**config.mk**
```make
export PLATFORM = sky130hd
export DESIGN_NAME = rsz_row_drain
export DESIGN_NICKNAME = d
export VERILOG_FILES = /design/src/rtl/ImgRszPkg.sv /design/src/rtl/rsz_row_drain.sv
export SDC_FILE = /design/constraint.sdc
export NUM_CORES = 1
export LEC_CHECK = 0
export CAP_MARGIN = 20
export CORE_AREA = 2 2 215 217
export DETAILED_ROUTE_END_ITERATION = 7
export DIE_AREA = 0 0 217 219
export PLACE_DENSITY = 0.49
export SETUP_SLACK_MARGIN = 0.1
export SLEW_MARGIN = 25
export SYNTH_ARGS = -nofsm -noshare
export SYNTH_HDL_FRONTEND = slang
export SYNTH_SLANG_ARGS = --single-unit
```
**constraint.sdc**
```tcl
create_clock -name clk -period 2.4 [get_ports clk]
set_input_delay 0.72 -clock clk [delete_from_list [all_inputs] [get_ports clk]]
set_output_delay 0.72 -clock clk [all_outputs]
set_load 0.1 [all_outputs]
```
**src/rtl/ImgRszPkg.sv**
```systemverilog
// Shared resizer image types and geometry for the row-forwarding receive path.
package ImgRszPkg;

    localparam int RSZ_IMG_WIDTH_SIZE   = 8;
    localparam int RSZ_IMG_HEIGHT_SIZE  = 8;
    localparam int PXL_PRIM_COLOR_NUM   = 1;
    localparam int PXL_PRIM_COLOR_W     = 8;
    localparam int RSZ_IMG_WIDTH_IDX_W  = $clog2(RSZ_IMG_WIDTH_SIZE);
    localparam int RSZ_IMG_HEIGHT_IDX_W = $clog2(RSZ_IMG_HEIGHT_SIZE);
    localparam int PXL_FLAT_W           = PXL_PRIM_COLOR_NUM * PXL_PRIM_COLOR_W;

    localparam logic [RSZ_IMG_WIDTH_IDX_W-1:0]  COL_LAST = RSZ_IMG_WIDTH_IDX_W'(RSZ_IMG_WIDTH_SIZE - 1);
    localparam logic [RSZ_IMG_HEIGHT_IDX_W-1:0] ROW_LAST = RSZ_IMG_HEIGHT_IDX_W'(RSZ_IMG_HEIGHT_SIZE - 1);

    typedef logic [PXL_PRIM_COLOR_W-1:0]                          PxlPrim_t;
    typedef PxlPrim_t [RSZ_IMG_WIDTH_SIZE-1:0]                    RszPxlRow_t;
    typedef logic [PXL_PRIM_COLOR_NUM-1:0][PXL_PRIM_COLOR_W-1:0]  FcRszPxl_t;
    typedef FcRszPxl_t [RSZ_IMG_WIDTH_SIZE-1:0]                   FcRszPxlRow_t;
    typedef FcRszPxlRow_t [RSZ_IMG_HEIGHT_SIZE-1:0]               FcRszPxlBuf_t;
    typedef logic [PXL_FLAT_W-1:0]                                FcRszPxlFlat_t;

    typedef enum logic {
        ST_WAIT  = 1'b0,
        ST_DRAIN = 1'b1
    } DrainState_t;

    function automatic logic [RSZ_IMG_HEIGHT_SIZE-1:0] row_onehot(
        input logic [RSZ_IMG_HEIGHT_IDX_W-1:0] idx
    );
        row_onehot      = '0;
        row_onehot[idx] = 1'b1;
    endfunction

endpackage

```
**src/rtl/rsz_row_drain.sv**
```systemverilog
// Accepts resized rows in order over per-row valid/ready and replays each one
// as a raster-order pixel stream tagged with row, column, end-of-line and end-of-frame.
module rsz_row_drain
    import ImgRszPkg::*;
(
    input  logic                               clk,
    input  logic                               rst_n,
    input  FcRszPxlBuf_t                       fwd_rsz_pxl_i,
    input  logic [RSZ_IMG_HEIGHT_SIZE-1:0]     fwd_rsz_pxl_vld_i,
    output logic [RSZ_IMG_HEIGHT_SIZE-1:0]     fwd_rsz_pxl_rdy_o,
    output logic [PXL_FLAT_W-1:0]              pxl_o,
    output logic                               pxl_vld_o,
    input  logic                               pxl_rdy_i,
    output logic [RSZ_IMG_HEIGHT_IDX_W-1:0]    pxl_row_o,
    output logic [RSZ_IMG_WIDTH_IDX_W-1:0]     pxl_col_o,
    output logic                               pxl_eol_o,
    output logic                               pxl_eof_o
);

    DrainState_t                       r_state;
    DrainState_t                       w_state_nxt;
    logic [RSZ_IMG_HEIGHT_IDX_W-1:0]   r_row_idx;
    logic [RSZ_IMG_HEIGHT_IDX_W-1:0]   w_row_idx_nxt;
    logic [RSZ_IMG_WIDTH_IDX_W-1:0]    r_col_idx;
    logic [RSZ_IMG_WIDTH_IDX_W-1:0]    w_col_idx_nxt;
    FcRszPxlRow_t                      r_row_buf;
    logic                              w_row_take;
    logic                              w_eol;

    assign w_eol = (r_col_idx == COL_LAST);

    // Ready is decoded from state only, so upstream valid never loops back into ready.
    always_comb begin
        w_state_nxt       = r_state;
        w_row_idx_nxt     = r_row_idx;
        w_col_idx_nxt     = r_col_idx;
        w_row_take        = 1'b0;
        fwd_rsz_pxl_rdy_o = '0;
        pxl_vld_o         = 1'b0;
        case (r_state)
            ST_WAIT: begin
                fwd_rsz_pxl_rdy_o = row_onehot(r_row_idx);
                if (fwd_rsz_pxl_vld_i[r_row_idx]) begin
                    w_row_take    = 1'b1;
                    w_col_idx_nxt = '0;
                    w_state_nxt   = ST_DRAIN;
                end
            end
            ST_DRAIN: begin
                pxl_vld_o = 1'b1;
                if (pxl_rdy_i) begin
                    if (w_eol) begin
                        w_col_idx_nxt = '0;
                        w_row_idx_nxt = r_row_idx + RSZ_IMG_HEIGHT_IDX_W'(1);
                        w_state_nxt   = ST_WAIT;
                    end else begin
                        w_col_idx_nxt = r_col_idx + RSZ_IMG_WIDTH_IDX_W'(1);
                    end
                end
            end
            default: w_state_nxt = ST_WAIT;
        endcase
    end

    always_ff @(posedge clk or negedge rst_n) begin
        if (!rst_n) begin
            r_state   <= ST_WAIT;
            r_row_idx <= '0;
            r_col_idx <= '0;
            r_row_buf <= '0;
        end else begin
            r_state   <= w_state_nxt;
            r_row_idx <= w_row_idx_nxt;
            r_col_idx <= w_col_idx_nxt;
            if (w_row_take) begin
                r_row_buf <= fwd_rsz_pxl_i[r_row_idx];
            end
        end
    end

    assign pxl_o     = r_row_buf[r_col_idx];
    assign pxl_row_o = r_row_idx;
    assign pxl_col_o = r_col_idx;
    assign pxl_eol_o = w_eol;
    assign pxl_eof_o = w_eol & (r_row_idx == ROW_LAST);

endmodule

```
# Word level (Yosys, flattened, before mapping)

Index checks and enable logic that the tools add are counted.
Widths: inputs -> output; s select.

Output and inout bits: 25
Register bits after elaboration: 71
Input bits: 523
Word-level logic and storage cells: 44

Add/sub/neg operators: 2
Equal/unequal tests: 4
Bitwise gates (word level): 2
Reductions and logical operators: 3
$lt $le $gt $ge: 3
Muxes and demuxes: 19

Operators by type and width:

| operator            | number |
|---|---|
| $bmux 64 s3         | 1 |
| $mux 64             | 1 |
| $bmux 8 s3          | 1 |
| $mux 8              | 2 |
| $mux 3              | 3 |
| $lt 3x4->1 const B  | 2 |
| $mux 1              | 7 |
| $add 3x1->3 const B | 2 |
| $eq 3x3->1 const B  | 2 |
| $pmux 3 s2          | 1 |
| $ne 2x2->1 const B  | 2 |
| $bmux 1 s3          | 1 |
| $demux 1 s3         | 1 |
| $ge 3x1->1 const B  | 1 |
| $reduce_and 3->1    | 1 |
| $pmux 1 s2          | 1 |
| $reduce_and 2->1    | 1 |
| $and 1x1->1         | 1 |
| $logic_and 1x1->1   | 1 |
| $not 1->1           | 1 |

# Logic depth before layout (Yosys ltp)

Gate-level depths: netlist of run 1.

Depth in word-level cells: 5
Depth in mapped cells: 7
Mapped depth without buffers: 4

# Worst setup path before layout of run 1

OpenSTA, ideal clock, no wires.

Path kind: register -> output
Start point: register r_row_idx[2] (netlist: pxl_row_o[2])
End point: output fwd_rsz_pxl_rdy_o[0]
Path slack: -2632 ps
Required time: 1680 ps
Data arrival time: 4312 ps
Buffers on the path: 3
Cell stages (with the launch flop): 5
Cell sequence: dfrtp_1 > buf_2 > buf_6 > clkbuf_1 > nor4_1

Cells in the longest elaborated chain, start to end: 5
Elaborated cells on any way between the ends: 6
Classes of those cells: order compare: 2; mux: 3; reduce/logical: 1

Ends and longest elaborated chain:

| element                                                               | line                | text |
|---|---|---|
| start, declared                                                       | rsz_row_drain.sv:22 | `logic [RSZ_IMG_HEIGHT_IDX_W-1:0] r_row_idx;` |
| start signal, assigned                                                | rsz_row_drain.sv:73 | `r_row_idx <= w_row_idx_nxt;` |
| $lt 3x4->1 (implied by the code) / $ge 3x1->1 (equally long branches) | ImgRszPkg.sv:31     | `row_onehot[idx] = 1'b1;` |
| $logic_and 1x1->1 (implied by the code)                               | ImgRszPkg.sv:31     |  |
| $mux 1 (implied by the code)                                          | ImgRszPkg.sv:31     |  |
| $demux 1 s3 *                                                         | ImgRszPkg.sv:31     |  |
| $mux 8 *                                                              | rsz_row_drain.sv:40 | `case (r_state)` |
| end, declared                                                         | rsz_row_drain.sv:10 | `output logic [RSZ_IMG_HEIGHT_SIZE-1:0] fwd_rsz_pxl_rdy_o,` |

Every way passes the cells marked *; elsewhere a longest branch is shown, timed or not.

# Final worst setup path of run 1

Start point: register r_col_idx[0] (netlist: pxl_col_o[0])
End point: output pxl_o[6]

Cells in the longest elaborated chain, start to end: 2

Ends and longest elaborated chain:

| element                      | line                | text |
|---|---|---|
| start, declared              | rsz_row_drain.sv:24 | `logic [RSZ_IMG_WIDTH_IDX_W-1:0] r_col_idx;` |
| start signal, assigned       | rsz_row_drain.sv:74 | `r_col_idx <= w_col_idx_nxt;` |
| $bmux 8 s3                   | rsz_row_drain.sv:81 | `assign pxl_o = r_row_buf[r_col_idx];` |
| $mux 8 (implied by the code) | rsz_row_drain.sv:81 |  |
| end, declared                | rsz_row_drain.sv:11 | `output logic [PXL_FLAT_W-1:0] pxl_o,` |

No other way between the ends. The select of a mux whose other input is x is not followed.

==> impl_metrics.xml, run 1 <==
<?xml version="1.0" encoding="UTF-8"?>
<metrics>
  <group name="status">
    <metric name="run_status" unit="">finished, violations left</metric>
    <metric name="failed_checks" unit="">negative setup slack</metric>
  </group>
  <group name="routing">
    <metric name="vias_per_cell" unit="">4.18</metric>
    <metric name="vias" unit="">6805</metric>
    <metric name="initialDrtViolationCount" unit="">269</metric>
    <metric name="wl" unit="mm">38.2</metric>
    <metric name="drt.antenna.violating_nets" unit="">0</metric>
    <metric name="routed_length_per_placed_instance" unit="um">23.5</metric>
    <metric name="drt_pass1_iterations" unit="">4</metric>
    <metric name="post-route-drc-count" unit="">0</metric>
  </group>
  <group name="cells_and_area">
    <metric name="final_layout_size_suffix_gt1_frac" unit="">0.414</metric>
    <metric name="areaGrowthSynthToFinish" unit="%">102</metric>
    <metric name="final_nets" unit="">1550</metric>
    <metric name="finalNonFillerCells" unit="">1628</metric>
    <metric name="num-fill-cells" unit="">4496</metric>
    <metric name="post-route-util" unit="">0.334</metric>
    <metric name="storage_element_area" unit="um^2">1800</metric>
    <metric name="multi_input_area" unit="um^2">5530</metric>
  </group>
  <group name="pwr">
    <metric name="p_per_area" unit="nW/um^2">1110</metric>
    <metric name="sequentialPowerShare" unit="">0.146</metric>
    <metric name="power_frac_comb" unit="">0.766</metric>
    <metric name="maximum_ir_drop_on_the_vdd_rail" unit="V">0.000617</metric>
    <metric name="cellLeakagePower" unit="uW">0.00551</metric>
    <metric name="pwr-share-clk" unit="">0.088</metric>
    <metric name="p_total" unit="uW">16800</metric>
    <metric name="cell_int_power" unit="uW">9920</metric>
    <metric name="switching_power" unit="uW">6850</metric>
    <metric name="netSwitchingFraction" unit="">0.409</metric>
  </group>
  <group name="setup_path">
    <metric name="crit_path_max_fanout" unit="">4</metric>
    <metric name="criticalPathCategory" unit="">reg2out</metric>
    <metric name="end_kind" unit="">output port</metric>
    <metric name="worstSetupStartpointType" unit="">flop</metric>
    <metric name="cp_data_arrival_time" unit="ps">2000</metric>
    <metric name="cp.required" unit="ps">1680</metric>
  </group>
  <group name="die">
    <metric name="core_region_area" unit="um^2">45100</metric>
    <metric name="top_level_ports" unit="">548</metric>
    <metric name="floorplan_die_area" unit="um^2">47500</metric>
    <metric name="die_y" unit="um">219</metric>
    <metric name="floorplan.die.width" unit="um">217</metric>
    <metric name="floorplan.initialDensity" unit="">0.166</metric>
    <metric name="std_cell_rows" unit="">78</metric>
  </group>
  <group name="sta">
    <metric name="finalSetupViolCount" unit="">10</metric>
    <metric name="layout_setup_ws" unit="ps">-318</metric>
    <metric name="fin_skew" unit="ps">10.3</metric>
    <metric name="hold_violations" unit="">0</metric>
    <metric name="rsz0062_at_grt" unit="">true</metric>
    <metric name="fin_tns_setup" unit="ps">-2530</metric>
    <metric name="finalWorstPathRequiredPeriod" unit="ps">2720</metric>
    <metric name="worstMarginPinSlew" unit="ps">535</metric>
    <metric name="maxClockFrequency" unit="GHz">0.368</metric>
    <metric name="headroom_to_the_max_slew_limit" unit="">0.644</metric>
    <metric name="slew_viol_final" unit="">0</metric>
    <metric name="final_worst_path_cycle_share" unit="">1.13</metric>
  </group>
  <group name="synthesis">
    <metric name="yosysMostFrequentCell" unit="">sky130_fd_sc_hd__mux4_2</metric>
    <metric name="synth.top_cells.by_count" unit="">sky130_fd_sc_hd__mux4_2, sky130_fd_sc_hd__mux2_2, sky130_fd_sc_hd__dfrtp_1, sky130_fd_sc_hd__mux2_4, sky130_fd_sc_hd__buf_6</metric>
    <metric name="post_synthesis_cell_count" unit="">442</metric>
    <metric name="netlist_area" unit="um^2">7460</metric>
    <metric name="yosys_register_bits" unit="">71</metric>
    <metric name="synth.top_cells.by_area" unit="">sky130_fd_sc_hd__mux4_2, sky130_fd_sc_hd__dfrtp_1, sky130_fd_sc_hd__mux2_2</metric>
    <metric name="net_count_after_synthesis" unit="">970</metric>
    <metric name="synth.top_cell.area_share" unit="">0.434</metric>
    <metric name="synth-edff-count" unit="">0</metric>
    <metric name="synth_flop_cell" unit="">sky130_fd_sc_hd__dfrtp_1</metric>
    <metric name="syn-mean-instance-area" unit="um^2">16.9</metric>
    <metric name="synthesis.yosys.warnings" unit="">0</metric>
    <metric name="synth_top_cell_by_area" unit="">sky130_fd_sc_hd__mux4_2</metric>
    <metric name="seq_area_frac_synth" unit="">0.238</metric>
    <metric name="synth-async-reset-ratio" unit="">1.00</metric>
    <metric name="netlist-cell-type-count" unit="">25</metric>
  </group>
  <group name="cts">
    <metric name="clock_tree.root_cell" unit="">sky130_fd_sc_hd__clkbuf_16</metric>
    <metric name="cts.sinks" unit="">71</metric>
    <metric name="cts.clk_slew.worst_paths" unit="ps">60</metric>
    <metric name="cts-hold-fix-buffers" unit="">0</metric>
    <metric name="cts_max_path_buffers" unit="">2</metric>
    <metric name="cts_buf_count" unit="">9</metric>
    <metric name="clock_insertion_delay_worst_skew" unit="ps">340</metric>
    <metric name="htree_levels" unit="">3</metric>
    <metric name="cts_tree" unit="">yes</metric>
  </group>
  <group name="place">
    <metric name="place.detailed.hpwl" unit="mm">32.1</metric>
    <metric name="port-buffer-count" unit="">547</metric>
    <metric name="gp_routability_congestion" unit="">0.789</metric>
    <metric name="dpl.cell_count" unit="">1581</metric>
  </group>
  <group name="global_route">
    <metric name="grt_antenna_before_repair" unit="">8</metric>
    <metric name="first_global_vias" unit="">7727</metric>
    <metric name="grt_first_pass_wirelength" unit="mm">52.5</metric>
    <metric name="global_route.overflow_total" unit="">0</metric>
    <metric name="grt_start_max_net_pins" unit="">38</metric>
    <metric name="grt_use_total" unit="">0.154</metric>
  </group>
  <group name="job">
    <metric name="max_cap_viol_count" unit="">0</metric>
  </group>
  <group name="min_path">
    <metric name="min-delay-path-class" unit="">in2async</metric>
  </group>
</metrics>
[layout make-up]
type	count	share of cell area
Clock inverter	6	0.00607
Tap cell	600	0.0499
Sequential cell	71	0.119
Antenna cell	1	0.000166
Timing Repair Buffer	620	0.442
Multi-Input combinational cell	320	0.367
Clock buffer	10	0.0152
[power by group through the flow]
| stage | registers (uW) | clock network, uW | logic [uW] |
|---|---|---|---|
| 6_report | 2450 | 1470 | 12800 |
| 5_1_grt | 2540 | 1570 | 13600 |
| 4_1_cts | 2460 | 1520 | 12900 |
| 3_5_place_dp | 2550 | 0 | 12300 |
| 3_3_place_gp | 2550 | 0 | 12300 |
| 2_1_floorplan | 2510 | 0 | 8170 |
[through the flow]
step | cell area (um^2) | setup WS [ps] | hold WS (ps)
2_1_floorplan | 7750 | -463 | 424
3_3_place_gp | 14200 | -320 | 491
3_5_place_dp | 14200 | -336 | 494
4_1_cts | 14800 | -340 | 364
5_1_grt | 15000 | -361 | 372
6_report | 15100 | -318 | 346
[cells in the final DEF (no fill, tap or decap), types with 3 or more instances in the layout]
cell,synthesis,routed
sky130_fd_sc_hd__buf_12,0,39
sky130_fd_sc_hd__buf_4,0,44
sky130_fd_sc_hd__mux4_2,144,144
sky130_fd_sc_hd__clkdlybuf4s50_1,0,521
sky130_fd_sc_hd__dfrtp_4,0,5
sky130_fd_sc_hd__dfrtp_1,71,64
sky130_fd_sc_hd__buf_16,0,5
sky130_fd_sc_hd__mux2_4,60,69
sky130_fd_sc_hd__ha_1,5,3
sky130_fd_sc_hd__nor3_4,0,4
sky130_fd_sc_hd__clkbuf_16,0,13
sky130_fd_sc_hd__buf_6,23,5
sky130_fd_sc_hd__nor2_4,0,3
sky130_fd_sc_hd__mux2_2,81,72
sky130_fd_sc_hd__a22o_1,3,3
[kinds of logic (layout without fill, tap and decap cells)]
| family | Yosys count | count (layout) | share of synthesized area |
|---|---|---|---|
| multiplexers | 288 | 288 | 0.681 |
| AND/OR/NAND/NOR | 20 | 20 | 0.0148 |
| flip-flops | 71 | 71 | 0.238 |
| adder cells (fa/ha/maj) | 5 | 5 | 0.00838 |
| buffers and inverters | 51 | 636 | 0.0496 |
| AO/OA/AOI/OAI | 5 | 5 | 0.00553 |
| other | 0 | 1 | 0 |
| XOR/XNOR | 2 | 2 | 0.00235 |
[critical path, cell delays in order, from the launching register on]
cell	delay (ps)
sky130_fd_sc_hd__dfrtp_4	470
sky130_fd_sc_hd__buf_12	130
sky130_fd_sc_hd__mux4_2	560
sky130_fd_sc_hd__mux2_4	320
sky130_fd_sc_hd__buf_12	170
[sequential cells by signal (all words and copies together), names as in the netlist]
| name | cells |
|---|---|
| pxl_col_o | 3 |
| pxl_row_o | 3 |
| r_state | 1 |
| r_row_buf | 64 |
[worst paths after layout]
check | cells past startpoint | slack, ps | to | start
worst min register to register | 1 | 510 | r_row_buf[31]$_DFFE_PN0P_ | r_row_buf[31]$_DFFE_PN0P_
worst min-delay path | 1 | 350 | r_row_buf[15]$_DFFE_PN0P_ | rst_n
min in group clk | 1 | 510 | r_row_buf[31]$_DFFE_PN0P_ | r_row_buf[31]$_DFFE_PN0P_
worst max register to register | 6 | 160 | r_row_buf[42]$_DFFE_PN0P_ | pxl_row_o[0]$_DFFE_PN0P_
max in group asynchronous | 2 | 1430 | r_row_buf[34]$_DFFE_PN0P_ | rst_n
worst max-delay path | 4 | -320 | pxl_o[6] | pxl_col_o[0]$_DFFE_PN0P_
[layer usage]
layer,up-vias,part of all wire,track usage
li1,3063,-,-
met1,3341,0.39,0.179
met2,359,0.51,0.278
met3,32,0.086,0.0471
met4,10,0.013,0.0308
met5,-,0.0018,0
[repair_timing]
item,CTS,global route
buffers inserted,15,9
gates cloned,2,4
pin swaps,4,2
endpoints found under the setup margin,68,76
gates resized for setup,20,6
Note: power is estimated with default switching activity, not from simulation.
==> run 2: changes to the inputs <==
CTS_BUF_LIST = sky130_fd_sc_hd__clkbuf_4 sky130_fd_sc_hd__clkbuf_8   (was not set)
==> run 2 against run 1 <==
  * The flow still finishes with violations (negative setup slack)
  * Global-route usage rose by 0.46 points
  * Hold slack got worse by 28 ps
  * Clock-buffer cell count did not move
  * Clock power fell by 24%
  * Via count rose by 0.76%
  * Core utilization rose by 0.30 points
  * Sequential share of layout area fell by 0.11 points
  * Wire length rose by 2.5%
  * Non-clock buffer count rose by 10
  * Critical endpoint unchanged
  * Largest power group unchanged
  * Highest routed layer unchanged
==> impl_metrics.xml, run 2 (same netlist as run 1, synthesis figures left out) <==
<?xml version="1.0" encoding="UTF-8"?>
<metrics>
  <group name="status">
    <metric name="run_status" unit="">finished, violations left</metric>
    <metric name="failed_checks" unit="">negative setup slack</metric>
  </group>
  <group name="sta">
    <metric name="headroom_to_the_max_slew_limit" unit="">0.652</metric>
    <metric name="maxClockFrequency" unit="GHz">0.365</metric>
    <metric name="hold-worst-slack" unit="ps">319</metric>
    <metric name="worstMarginPinSlew" unit="ps">522</metric>
    <metric name="slew_viol_final" unit="">0</metric>
    <metric name="fin_tns_setup" unit="ps">-2740</metric>
    <metric name="final_worst_path_cycle_share" unit="">1.14</metric>
    <metric name="finalWorstPathRequiredPeriod" unit="ps">2740</metric>
    <metric name="hold_violations" unit="">0</metric>
    <metric name="fin_skew" unit="ps">15.3</metric>
    <metric name="layout_setup_ws" unit="ps">-338</metric>
    <metric name="rsz0062_at_grt" unit="">true</metric>
    <metric name="finalSetupViolCount" unit="">10</metric>
  </group>
  <group name="cts">
    <metric name="cts-hold-fix-buffers" unit="">0</metric>
    <metric name="cts.clk_slew.worst_paths" unit="ps">80</metric>
    <metric name="cts_tree" unit="">yes</metric>
    <metric name="clock_insertion_delay_worst_skew" unit="ps">360</metric>
    <metric name="cts.sinks" unit="">71</metric>
    <metric name="htree_levels" unit="">3</metric>
    <metric name="cts_buf_count" unit="">9</metric>
    <metric name="clock_tree.root_cell" unit="">sky130_fd_sc_hd__clkbuf_8</metric>
    <metric name="cts_max_path_buffers" unit="">2</metric>
  </group>
  <group name="cells_and_area">
    <metric name="mostFrequentLayoutCells" unit="">sky130_fd_sc_hd__clkdlybuf4s50_1, sky130_fd_sc_hd__mux4_2, sky130_fd_sc_hd__mux2_4, sky130_fd_sc_hd__dfrtp_1, sky130_fd_sc_hd__mux2_2</metric>
    <metric name="final_layout_size_suffix_gt1_frac" unit="">0.420</metric>
    <metric name="layout_commonest_cell" unit="">sky130_fd_sc_hd__clkdlybuf4s50_1</metric>
    <metric name="final_nets" unit="">1560</metric>
    <metric name="areaGrowthSynthToFinish" unit="%">103</metric>
    <metric name="largest_register_ff_count" unit="">64</metric>
    <metric name="max_flop_register" unit="">r_row_buf</metric>
    <metric name="num-fill-cells" unit="">4491</metric>
  </group>
  <group name="global_route">
    <metric name="first_global_vias" unit="">7777</metric>
    <metric name="grt_antenna_before_repair" unit="">8</metric>
    <metric name="grt_start_max_net_pins" unit="">38</metric>
    <metric name="grt_first_pass_wirelength" unit="mm">53.7</metric>
    <metric name="grt_use_total" unit="">0.159</metric>
    <metric name="global_route.overflow_total" unit="">0</metric>
  </group>
  <group name="routing">
    <metric name="drt_pass1_iterations" unit="">4</metric>
    <metric name="post-route-drc-count" unit="">0</metric>
    <metric name="vias_per_cell" unit="">4.19</metric>
    <metric name="vias" unit="">6857</metric>
    <metric name="wl" unit="mm">39.1</metric>
    <metric name="initialDrtViolationCount" unit="">251</metric>
    <metric name="drt.antenna.violating_nets" unit="">0</metric>
    <metric name="routed_length_per_placed_instance" unit="um">23.9</metric>
  </group>
  <group name="setup_path">
    <metric name="cp.required" unit="ps">1680</metric>
    <metric name="cpMaxStageDelayCell" unit="">sky130_fd_sc_hd__mux4_2</metric>
    <metric name="criticalPathCategory" unit="">reg2out</metric>
    <metric name="crit_path_max_fanout" unit="">4</metric>
    <metric name="end_kind" unit="">output port</metric>
    <metric name="worstSetupStartpointType" unit="">flop</metric>
    <metric name="critical_path_cell_by_cell" unit="">buf_12 &gt; mux4_2 &gt; mux2_4 &gt; buf_12</metric>
    <metric name="critPathMostFrequentCell" unit="">sky130_fd_sc_hd__buf_12</metric>
    <metric name="cp_data_arrival_time" unit="ps">2020</metric>
    <metric name="crit_path_max_cell_delay" unit="ps">550</metric>
  </group>
  <group name="die">
    <metric name="floorplan.initialDensity" unit="">0.166</metric>
    <metric name="die_y" unit="um">219</metric>
    <metric name="core_region_area" unit="um^2">45100</metric>
    <metric name="top_level_ports" unit="">548</metric>
    <metric name="floorplan.die.width" unit="um">217</metric>
    <metric name="floorplan_die_area" unit="um^2">47500</metric>
    <metric name="std_cell_rows" unit="">78</metric>
  </group>
  <group name="place">
    <metric name="placement.setup.worst_slack" unit="ps">-336</metric>
    <metric name="place.detailed.hpwl" unit="mm">32.1</metric>
    <metric name="port-buffer-count" unit="">547</metric>
    <metric name="gp_routability_congestion" unit="">0.789</metric>
  </group>
  <group name="min_path">
    <metric name="min-delay-path-class" unit="">in2async</metric>
  </group>
  <group name="pwr">
    <metric name="cellLeakagePower" unit="uW">0.00561</metric>
    <metric name="p_per_area" unit="nW/um^2">1120</metric>
    <metric name="maximum_ir_drop_on_the_vdd_rail" unit="V">0.000639</metric>
  </group>
  <group name="job">
    <metric name="max_cap_viol_count" unit="">0</metric>
  </group>
</metrics>
[run 2: changes by cell type in the layout (fill, tap and decap cells not counted), moves of 4 or more]
cell                        before  now
sky130_fd_sc_hd__clkbuf_16      13    1
sky130_fd_sc_hd__buf_6           5   15
sky130_fd_sc_hd__mux2_2         72   62
sky130_fd_sc_hd__mux2_4         69   79
sky130_fd_sc_hd__clkbuf_8        0    9
sky130_fd_sc_hd__buf_16          5   10
sky130_fd_sc_hd__buf_4          44   40
[run 2: critical path, delay by kind of cell, from the launching register on]
kind | cells | cell delay (ps)
mux | 2 | 870
flops | 1 | 480
buf+inv | 2 | 300
[run 2: metrics by stage]
step | power [uW] | utilization | instance area, um^2 | instances
after detailed placement | 14900 | 0.316 | 14200 | 1581
after global placement | 14900 | 0.316 | 14200 | 1581
final | 17000 | 0.337 | 15200 | 1638
after CTS | 17000 | 0.332 | 15000 | 1626
after global routing | 18000 | 0.337 | 15200 | 1637
after floorplan | 10700 | - | 7750 | 442
[run 2: worst paths after layout]
| path | startpoint | end | slack, ps | cells past startpoint |
|---|---|---|---|---|
| min in group clk | r_row_buf[31]$_DFFE_PN0P_ | r_row_buf[31]$_DFFE_PN0P_ | 510 | 1 |
| worst max register to register | pxl_row_o[0]$_DFFE_PN0P_ | r_row_buf[19]$_DFFE_PN0P_ | 130 | 7 |
| worst min-delay path | rst_n | r_row_buf[15]$_DFFE_PN0P_ | 320 | 1 |
| worst max-delay path | pxl_col_o[0]$_DFFE_PN0P_ | pxl_o[6] | -340 | 4 |
| worst min register to register | r_row_buf[31]$_DFFE_PN0P_ | r_row_buf[31]$_DFFE_PN0P_ | 510 | 1 |
| max in group asynchronous | rst_n | r_row_buf[34]$_DFFE_PN0P_ | 1450 | 2 |
[run 2: power by group]
| part | switching, uW | leakage [uW] | internal [uW] |
|---|---|---|---|
| clock network | 509 | 0.000115 | 605 |
| logic | 5870 | 0.00464 | 7610 |
| registers | 609 | 0.000852 | 1830 |
[run 2: area by class of cell]
class,instances,area [um^2],area share
tap,600,751,0.0494
clock inverter,6,91.3,0.00601
multi-input combinational,320,5560,0.366
clock buffer,10,131,0.00865
antenna,1,2.50,0.000165
sequential,71,1800,0.118
timing repair buffer,630,6850,0.451
[run 2: what timing repair did]
action                     4_1_cts  5_1_grt
pin swaps                        4        5
setup endpoints to repair       56       71
gates cloned                     7        1
gates resized for setup         24       27
setup buffers                   22       11
[run 2: routing by layer]
metal / up-vias / routed length, um / track usage
met5: - / 59 / 0
met4: 10 / 568 / 0.0315
met3: 34 / 3220 / 0.0470
met2: 362 / 19900 / 0.287
met1: 3364 / 15400 / 0.185
li1: 3087 / - / -
